## src/rtl/display_pkg.sv

```systemverilog
// Shared timing constants, widths and types for the VGA scan-out path.
// 800x600@60 from a 40 MHz pixel clock, with a 400x300 framebuffer upscaled by 2.
package display_pkg;

  localparam int RESOLUTION_X   = 400;
  localparam int RESOLUTION_Y   = 300;
  localparam int PALETTE_LENGTH = 256;
  localparam int COLOR_BITS     = 12;
  localparam int SCALE          = 2;

  localparam int H_ACTIVE = RESOLUTION_X * SCALE;
  localparam int H_FP     = 40;
  localparam int H_SYNC   = 128;
  localparam int H_BP     = 88;
  localparam int V_ACTIVE = 600;
  localparam int V_FP     = 1;
  localparam int V_SYNC   = 4;
  localparam int V_BP     = 23;
  localparam int H_TOTAL  = H_ACTIVE + H_FP + H_SYNC + H_BP;
  localparam int V_TOTAL  = V_ACTIVE + V_FP + V_SYNC + V_BP;

  localparam logic SYNC_POL = 1'b1;

  localparam int H_W   = $clog2(H_TOTAL);
  localparam int V_W   = $clog2(V_TOTAL);
  localparam int X_W   = $clog2(RESOLUTION_X);
  localparam int Y_W   = $clog2(RESOLUTION_Y);
  localparam int IDX_W = $clog2(PALETTE_LENGTH);
  localparam int SUB_W = (SCALE > 1) ? $clog2(SCALE) : 1;

  // Compare constants sized to the counters they are compared against.
  localparam logic [H_W-1:0]   H_LAST    = H_W'(H_TOTAL - 1);
  localparam logic [H_W-1:0]   H_ACT_END = H_W'(H_ACTIVE);
  localparam logic [H_W-1:0]   HS_BEGIN  = H_W'(H_ACTIVE + H_FP);
  localparam logic [H_W-1:0]   HS_END    = H_W'(H_ACTIVE + H_FP + H_SYNC);
  localparam logic [V_W-1:0]   V_LAST    = V_W'(V_TOTAL - 1);
  localparam logic [V_W-1:0]   V_ACT_END = V_W'(V_ACTIVE);
  localparam logic [V_W-1:0]   VS_BEGIN  = V_W'(V_ACTIVE + V_FP);
  localparam logic [V_W-1:0]   VS_END    = V_W'(V_ACTIVE + V_FP + V_SYNC);
  localparam logic [SUB_W-1:0] SUB_LAST  = SUB_W'(SCALE - 1);
  localparam logic [X_W-1:0]   X_LAST    = X_W'(RESOLUTION_X - 1);
  localparam logic [Y_W-1:0]   Y_LAST    = Y_W'(RESOLUTION_Y - 1);

  typedef logic [COLOR_BITS-1:0] rgb_t;
  typedef logic [IDX_W-1:0]      pal_idx_t;

  typedef struct packed {
    logic [H_W-1:0] h_cnt;
    logic [V_W-1:0] v_cnt;
    logic           active;
    logic           hsync;
    logic           vsync;
    logic           sof;
  } timing_t;

endpackage

```

## src/rtl/display_timing.sv

```systemverilog
// Raster counters (T0): beam position, raw syncs, active window and the
// framebuffer read coordinates, derived from sub-pixel counters instead of a divider.
module display_timing
  import display_pkg::*;
(
  input  logic           clk,
  input  logic           reset,
  output timing_t        timing,
  output logic [X_W-1:0] fb_rd_x,
  output logic [Y_W-1:0] fb_rd_y
);

  logic [H_W-1:0]   h_cnt;
  logic [V_W-1:0]   v_cnt;
  logic [SUB_W-1:0] h_sub, v_sub;
  logic [X_W-1:0]   x_cnt;
  logic [Y_W-1:0]   y_cnt;
  logic             h_wrap, v_wrap, h_act, v_act, active;

  assign h_wrap = (h_cnt == H_LAST);
  assign v_wrap = (v_cnt == V_LAST);
  assign h_act  = (h_cnt < H_ACT_END);
  assign v_act  = (v_cnt < V_ACT_END);
  // Reset gates the read strobe at once, since (0,0) itself is an active position.
  assign active = h_act && v_act && !reset;

  // NOTE: sequential state uses non-blocking assignments so every register samples pre-edge values.
  always_ff @(posedge clk or posedge reset) begin
    if (reset) begin
      h_cnt <= '0;
      v_cnt <= '0;
      h_sub <= '0;
      v_sub <= '0;
      x_cnt <= '0;
      y_cnt <= '0;
    end else if (h_wrap) begin
      h_cnt <= '0;
      h_sub <= '0;
      x_cnt <= '0;
      if (v_wrap) begin
        v_cnt <= '0;
        v_sub <= '0;
        y_cnt <= '0;
      end else begin
        v_cnt <= v_cnt + V_W'(1);
        if (v_act) begin
          if (v_sub == SUB_LAST) begin
            v_sub <= '0;
            if (y_cnt != Y_LAST) y_cnt <= y_cnt + Y_W'(1);
          end else begin
            v_sub <= v_sub + SUB_W'(1);
          end
        end
      end
    end else begin
      h_cnt <= h_cnt + H_W'(1);
      if (h_act) begin
        if (h_sub == SUB_LAST) begin
          h_sub <= '0;
          if (x_cnt != X_LAST) x_cnt <= x_cnt + X_W'(1);
        end else begin
          h_sub <= h_sub + SUB_W'(1);
        end
      end
    end
  end

  // NOTE: combinational outputs get a default first so no path can infer a latch.
  always_comb begin
    timing        = '0;
    timing.h_cnt  = h_cnt;
    timing.v_cnt  = v_cnt;
    timing.active = active;
    timing.hsync  = (h_cnt >= HS_BEGIN) && (h_cnt < HS_END);
    timing.vsync  = (v_cnt >= VS_BEGIN) && (v_cnt < VS_END);
    timing.sof    = (h_cnt == '0) && (v_cnt == '0);
  end

  assign fb_rd_x = active ? x_cnt : '0;
  assign fb_rd_y = active ? y_cnt : '0;

endmodule

```

## src/rtl/display_scanout.sv

```systemverilog
// Display read path: raster timing, framebuffer fetch, palette lookup and
// output registers, with syncs delayed to stay aligned with rgb (2 clks).
module display_scanout
  import display_pkg::*;
(
  input  logic           clk,
  input  logic           reset,
  input  pal_idx_t       palette_wr_index,
  input  rgb_t           palette_wr_color,
  input  logic           palette_wr_en,
  output logic [X_W-1:0] fb_rd_x,
  output logic [Y_W-1:0] fb_rd_y,
  output logic           fb_rd_en,
  input  pal_idx_t       fb_rd_index,
  output rgb_t           rgb,
  output logic           hsync,
  output logic           vsync,
  output logic           de,
  output logic           frame_start,
  output logic           vblank
);

  timing_t timing;
  rgb_t    palette [PALETTE_LENGTH];
  rgb_t    pal_rd;
  logic    active_d1, hsync_d1, vsync_d1, vblank_d1, sof_d1;
  logic    unused_h_cnt;

  display_timing u_timing (
    .clk     (clk),
    .reset   (reset),
    .timing  (timing),
    .fb_rd_x (fb_rd_x),
    .fb_rd_y (fb_rd_y)
  );

  assign fb_rd_en     = timing.active;
  assign unused_h_cnt = ^timing.h_cnt;

  // NOTE: the palette is plain storage and is deliberately left out of reset.
  always_ff @(posedge clk) begin
    if (palette_wr_en) palette[palette_wr_index] <= palette_wr_color;
  end

  // Asynchronous read: a same-clock write lands at the edge, after rgb samples the old colour.
  generate
    if ((1 << IDX_W) == PALETTE_LENGTH) begin : g_pow2
      assign pal_rd = palette[fb_rd_index];
    end else begin : g_bounded
      assign pal_rd = (fb_rd_index < IDX_W'(PALETTE_LENGTH)) ? palette[fb_rd_index] : '0;
    end
  endgenerate

  always_ff @(posedge clk or posedge reset) begin
    if (reset) begin
      active_d1   <= 1'b0;
      hsync_d1    <= 1'b0;
      vsync_d1    <= 1'b0;
      vblank_d1   <= 1'b0;
      sof_d1      <= 1'b0;
      rgb         <= '0;
      de          <= 1'b0;
      hsync       <= ~SYNC_POL;
      vsync       <= ~SYNC_POL;
      vblank      <= 1'b0;
      frame_start <= 1'b0;
    end else begin
      active_d1   <= timing.active;
      hsync_d1    <= timing.hsync;
      vsync_d1    <= timing.vsync;
      vblank_d1   <= (timing.v_cnt >= V_ACT_END);
      sof_d1      <= timing.sof;
      rgb         <= active_d1 ? pal_rd : '0;
      de          <= active_d1;
      hsync       <= hsync_d1 ? SYNC_POL : ~SYNC_POL;
      vsync       <= vsync_d1 ? SYNC_POL : ~SYNC_POL;
      vblank      <= vblank_d1;
      frame_start <= sof_d1;
    end
  end

endmodule
```

## config.mk

```make
export PLATFORM = sky130hd
export DESIGN_NAME = display_scanout
export DESIGN_NICKNAME = d
export VERILOG_FILES = /design/src/rtl/display_pkg.sv /design/src/rtl/display_timing.sv /design/src/rtl/display_scanout.sv
export SDC_FILE = /design/constraint.sdc
export NUM_CORES = 2
export LEC_CHECK = 0
export BUFFER_PORTS_ARGS = -buffer_cell sky130_fd_sc_hd__buf_4
export CORE_MARGIN = 4
export CORE_UTILIZATION = 45
export DETAILED_ROUTE_END_ITERATION = 12
export PLACE_DENSITY = 0.67
export SYNTH_ARGS = -nofsm -noshare
export SYNTH_HDL_FRONTEND = slang
export SYNTH_SLANG_ARGS = --single-unit
```

## constraint.sdc

```tcl
create_clock -name clk -period 3.4 [get_ports clk]
set_input_delay 0.17 -clock clk [delete_from_list [all_inputs] [get_ports clk]]
set_output_delay 0.17 -clock clk [all_outputs]
set_load 0.01 [all_outputs]
```

# Word level (Yosys, flattened, before mapping)
# Memory sizes are Yosys's and may differ from the RTL's.
# Cells that the tools add are included.
# W data, S select, Z words.
# totals
regBits	63
ramBits	3072
inputBits	31
output_inout_bits	36
elab_cells	75
memories	1
# memory_table
memory	words	width	read_ports	rd_clocked_by_memory_dff	write_ports	line_no	source
palette	256	12	1	0	1	display_scanout.sv:24	rgb_t palette [PALETTE_LENGTH];
# op_classes
addsub	6
order_cmp	7
eq_ne	4
mux	23
reduce_logical	17
# ops
op	count
$mux W9	10
$lt A11 B10 Y1 const B	2
$ge A10 B10 Y1 const B	2
$lt A10 B10 Y1 const B	2
$add A9 B1 Y9 const B	2
$ne A9 B9 Y1 const B	2
$mux W12	1
$reduce_bool A2 Y1	6
$add A11 B1 Y11 const B	1
$eq A11 B11 Y1 const B	1
$ge A11 B10 Y1 const B	1
$logic_not A11 Y1	1
$mux W11	1
$add A10 B1 Y10 const B	1
$eq A10 B10 Y1 const B	1
$logic_not A10 Y1	1
$mux W1	10
$mux W10	1
$logic_and A1 B1 Y1	5
$reduce_and A4 Y1	1
$reduce_and A3 Y1	1
$add A1 B1 Y1 const B	2
$reduce_and A2 Y1	1
$logic_not A1 Y1	1

# Longest topological paths before layout
# depth
depth_word	5
mapped_depth	14
ltp_nobuf	8

# By module
# A second synthesis with hierarchy kept.
# hier_totals
hier_cells	5853
area_unflattened_um2	122354.8
# by_module_without_submodules
module	instances	cells_each	area_per_inst_um2	seq_area_each_um2
display_scanout	1	5588	119957.5	92799.0
display_timing	1	265	2397.3	1026.0

# Least setup slack after synthesis
# Ideal clock, no wire load.
# synth_timing
kind	register to register
from	register u_timing.h_cnt[7]
to	register u_timing.y_cnt[8]
setup_time_ns	0.132
arrival_time_ns	2.273
required_time_ns	3.268
setup_slack_ns	0.995
path_stages_with_launch	9
n_path_buf	1
period_less_slack_ns	2.405
path_cell_list	dfrtp_1 or4_4 or3_1 buf_2 a211oi_2 and3_1 nand4_1 xor2_1 nor2_1
# synth_between
elab_chain_cells	2
# synth_lines
item	line_no	source
from (decl)	display_timing.sv:13	logic [H_W-1:0] h_cnt;
from (signal assigned)	display_timing.sv:56	h_cnt <= h_cnt + H_W'(1);
$eq A11 B11 Y1	display_timing.sv:20	assign h_wrap = (h_cnt == H_LAST);
$reduce_and A4 Y1 (no line)	-	
to (signal assigned)	display_timing.sv:49	if (y_cnt != Y_LAST) y_cnt <= y_cnt + Y_W'(1);
to (decl)	display_timing.sv:17	logic [Y_W-1:0] y_cnt;
# Every way passes these cells.
# A chain may end at the register's enable or synchronous reset.

# Worst setup path in the final report
# layout_timing
from	register active_d1
to	register rgb[4]
# layout_between
elab_chain_cells	1
# layout_lines
item	line_no	source
from (decl)	display_scanout.sv:26	logic active_d1, hsync_d1, vsync_d1, vblank_d1, sof_d1;
from (signal assigned)	display_scanout.sv:68	active_d1 <= timing.active;
$mux W12	display_scanout.sv:73	rgb <= active_d1 ? pal_rd : '0;
to (signal assigned)	display_scanout.sv:73	
to (decl)	display_scanout.sv:15	output rgb_t rgb,
# Every way passes these cells.

==> flow_metrics.env <==
export IMPL_status="completed"
export IMPL_place_congestion=0.931
export IMPL_hold_depth=1
export IMPL_portBuffers=66
export IMPL_maxCapViolCount=0
export IMPL_nNetsFinal=6743
export IMPL_endpoint_kind="flip-flop"
export IMPL_synth_edff_count=3072
export IMPL_path_class="reg -> reg"
export IMPL_htreeDepth=5
export IMPL_hp_class="in -> reg"
export IMPL_cts_tree="yes"
export IMPL_synth_seq_cells=3135
export IMPL_r2r_end="rgb[4]$_DFF_PP0_"
export IMPL_met2_usage=0.370
export IMPL_fin_worst_skew_ns=0.0711
export IMPL_vias_per_cell=6.24
export IMPL_worstMarginPinSlew_ns=1.25
export IMPL_synth_flop_cell="edfxtp_1"
export IMPL_final_common_cell="edfxtp_1"
export IMPL_leakagePower_nw=45.8
export IMPL_max_freq_mhz=300
export IMPL_fillers=20500
export IMPL_grt_max_degree=130
export IMPL_synth_cells=6048
export IMPL_synth_nets=6087
export IMPL_cp_max_fo=8
export IMPL_postRouteWirelength_um=342000
export IMPL_post_route_min_period_ns=3.34
export IMPL_met1_usage=0.332
export IMPL_grt_use_total=0.241
export IMPL_ys_seq_area_frac=0.769
export IMPL_first_iter_violations=10100
export IMPL_cp_arrival_ns=4.14
export IMPL_met3_usage=0.0549
export IMPL_synth_area_per_cell_um2=20.2
export IMPL_io_pins=67
export IMPL_mostFrequentLayoutCells="edfxtp_1 (3072), buf_4 (607), mux4_2 (566)"
export IMPL_numClockSinks=3135
export IMPL_finalHoldViolCount=0
export IMPL_antenna_found_initial=21
export IMPL_cts_buffers=320
export IMPL_clk_latency_ns=0.90
export IMPL_drt_wirelength_per_cell_um=32.5
export IMPL_start_util=0.454
export IMPL_hold_end="palette[131][7]$_DFFE_PP_"
export IMPL_vdd_drop_max_mv=0.509
export IMPL_core_um2=269000
export IMPL_pre_cts_ws_ns=-0.169
export IMPL_setup_ws_ns=0.0621
export IMPL_setup_viol=0
export IMPL_ant_nets=0
export IMPL_top_usage_layer="met2"
export IMPL_r2r_start="active_d1$_DFF_PP0_"
export IMPL_synth_yosys_warnings=0
export IMPL_final_setup_tns_ns=0
export IMPL_fp_row_count=190
export IMPL_hold_ws_ns=0.0123
export IMPL_critPathLaunch="active_d1$_DFF_PP0_"
export IMPL_grt_pass1_wl_um=483000
export IMPL_clock_path_buffers=4
export IMPL_dieArea_um2=280000
export IMPL_drtPass1Iterations=5
export IMPL_hpwl_um=218000
export IMPL_clockRootBuffer="clkbuf_16"
export IMPL_dpl_instance_area_um2=130000
export IMPL_r2r_cells=6
export IMPL_async_flop_share=0.0201
export IMPL_die_w_um=529
export IMPL_drive_gt1_frac=0.250
export IMPL_stdcell_count=10500
export IMPL_rsz0062_at_grt="no"
export IMPL_areaGrowthSynthToFinish_pct=15.4
export IMPL_grt_pass1_vias=64100
export IMPL_slew_viol_final=0
export IMPL_place_inst=9917
export IMPL_start_kind="flip-flop"
export IMPL_min_from="palette_wr_color[7]"
export IMPL_final_area_um2=141000
export IMPL_crit_required_ns=4.21
export IMPL_vias=65600
export IMPL_fin_crit_sh=0.982
export IMPL_post_cts_setup_buffers=0
export IMPL_fp_dieH_um=529
export IMPL_ys_types=73
export IMPL_mappedNetlistArea_um2=122000
export IMPL_clk_pin_slew_ns=0.06
export IMPL_grt_overflow=0
export IMPL_relSlewSlack=0.164
export IMPL_p_per_area_nw_per_um2=578
export IMPL_r2r_setup_slack_ns=0.06
export IMPL_drc=0
-- layout make-up --
| type | instances | area (µm²) | area share |
|---|---|---|---|
| timing repair buffer | 704 | 6270 | 0.0445 |
| clock buffer | 396 | 8490 | 0.0603 |
| tap | 3552 | 4440 | 0.0316 |
| antenna | 9 | 22.5 | 0.000160 |
| sequential | 3135 | 93800 | 0.666 |
| multi-input combinational | 2527 | 26000 | 0.185 |
| inverter | 16 | 66.3 | 0.000471 |
| clock inverter | 176 | 1730 | 0.0123 |
-- cells in the mapped netlist (all sizes together) (4+ instances only) --
cell type,instances,area (µm²)
a211oi,22,170
and2,35,219
o22ai,90,563
a2111oi,31,272
o21ai,69,345
nand4,38,238
xnor2,13,114
dfrtp,63,1580
inv,16,60.1
or4,14,109
nand2,95,357
a221oi,18,158
buf,201,1580
nand3,85,425
mux4,567,12800
edfxtp,3072,92200
nor3,113,566
a311o,5,50.1
o31ai,6,45.0
nor4,55,344
clkbuf,170,638
a21oi,68,340
o221ai,90,801
a21o,4,30.0
and3,16,100
o32ai,5,43.8
nor2,390,1460
nor3b,4,30.0
nor2b,18,113
mux2,15,169
a31oi,19,119
o211ai,15,113
or3,14,87.6
mux2i,424,4240
nand3b,4,30.0
a22oi,125,938
xor2,17,149
ha,8,100
-- logic make-up (layout without fill, tap and decap cells) --
kind of cell	count (synthesis)	after routing	share of synthesized area
simple gates	899	900	0.0347
fa+ha+maj	8	8	0.000820
flops	3135	3135	0.769
mux	1006	1006	0.141
xor+xnor	30	30	0.00215
other cells	0	9	0
compound gates	583	583	0.0338
buf+inv	387	1292	0.0187
-- worst max-delay path: stages, from the launching register on --
cell and delay [ns]:
dfrtp_1 0.63, buf_4 0.26, nand2b_1 0.24, or4_1 0.59, a31oi_1 0.57, nand4_1 0.62, o22ai_1 0.36
-- power breakdown --
group          switching [W]  total (W)  internal [W]
logic                0.00278    0.00418       0.00140
clock network         0.0146     0.0346        0.0201
registers          0.0000945     0.0426        0.0425
-- layer usage --
metal	up-vias	wire, µm	part of all wire
met5	-	70	0.00020
met4	10	17500	0.051
met3	718	38200	0.11
met2	4309	158000	0.46
met1	34100	128000	0.38
li1	26500	-	-
-- through the flow --
step                      total power [W]   util
after global placement             0.0475  0.485
after global routing               0.0836  0.524
after detailed placement           0.0475  0.485
after floorplan                    0.0453      -
final                              0.0814  0.524
after CTS                          0.0817  0.524
-- how the worst max path moves through the flow --
| stage | cells after the start | end |
|---|---|---|
| 4_1_cts | 5 | fb_rd_y[4] |
| 3_3_place_gp | 9 | rgb[6]$_DFF_PP0_ |
| 6_report | 6 | rgb[4]$_DFF_PP0_ |
| 5_1_grt | 5 | fb_rd_x[7] |
| 3_5_place_dp | 10 | rgb[4]$_DFF_PP0_ |
| 2_1_floorplan | 8 | u_timing.y_cnt[8]$_DFFE_PP0P_ |
-- state kept, by name (all words and copies together) (netlist names), 9 cells and up --
register and count:
palette 3072, rgb 12, u_timing.h_cnt 11, u_timing.v_cnt 10
u_timing.x_cnt 9, u_timing.y_cnt 9
-- repair_timing --
action                                  in CTS  in global routing
hold buffers                                16                  0
endpoints found under the setup margin      19                 18
endpoints found under the hold margin      906                  0
resized for setup                            1                  1
cloned                                       0                  1
Power figures use the tool's default switching activity.
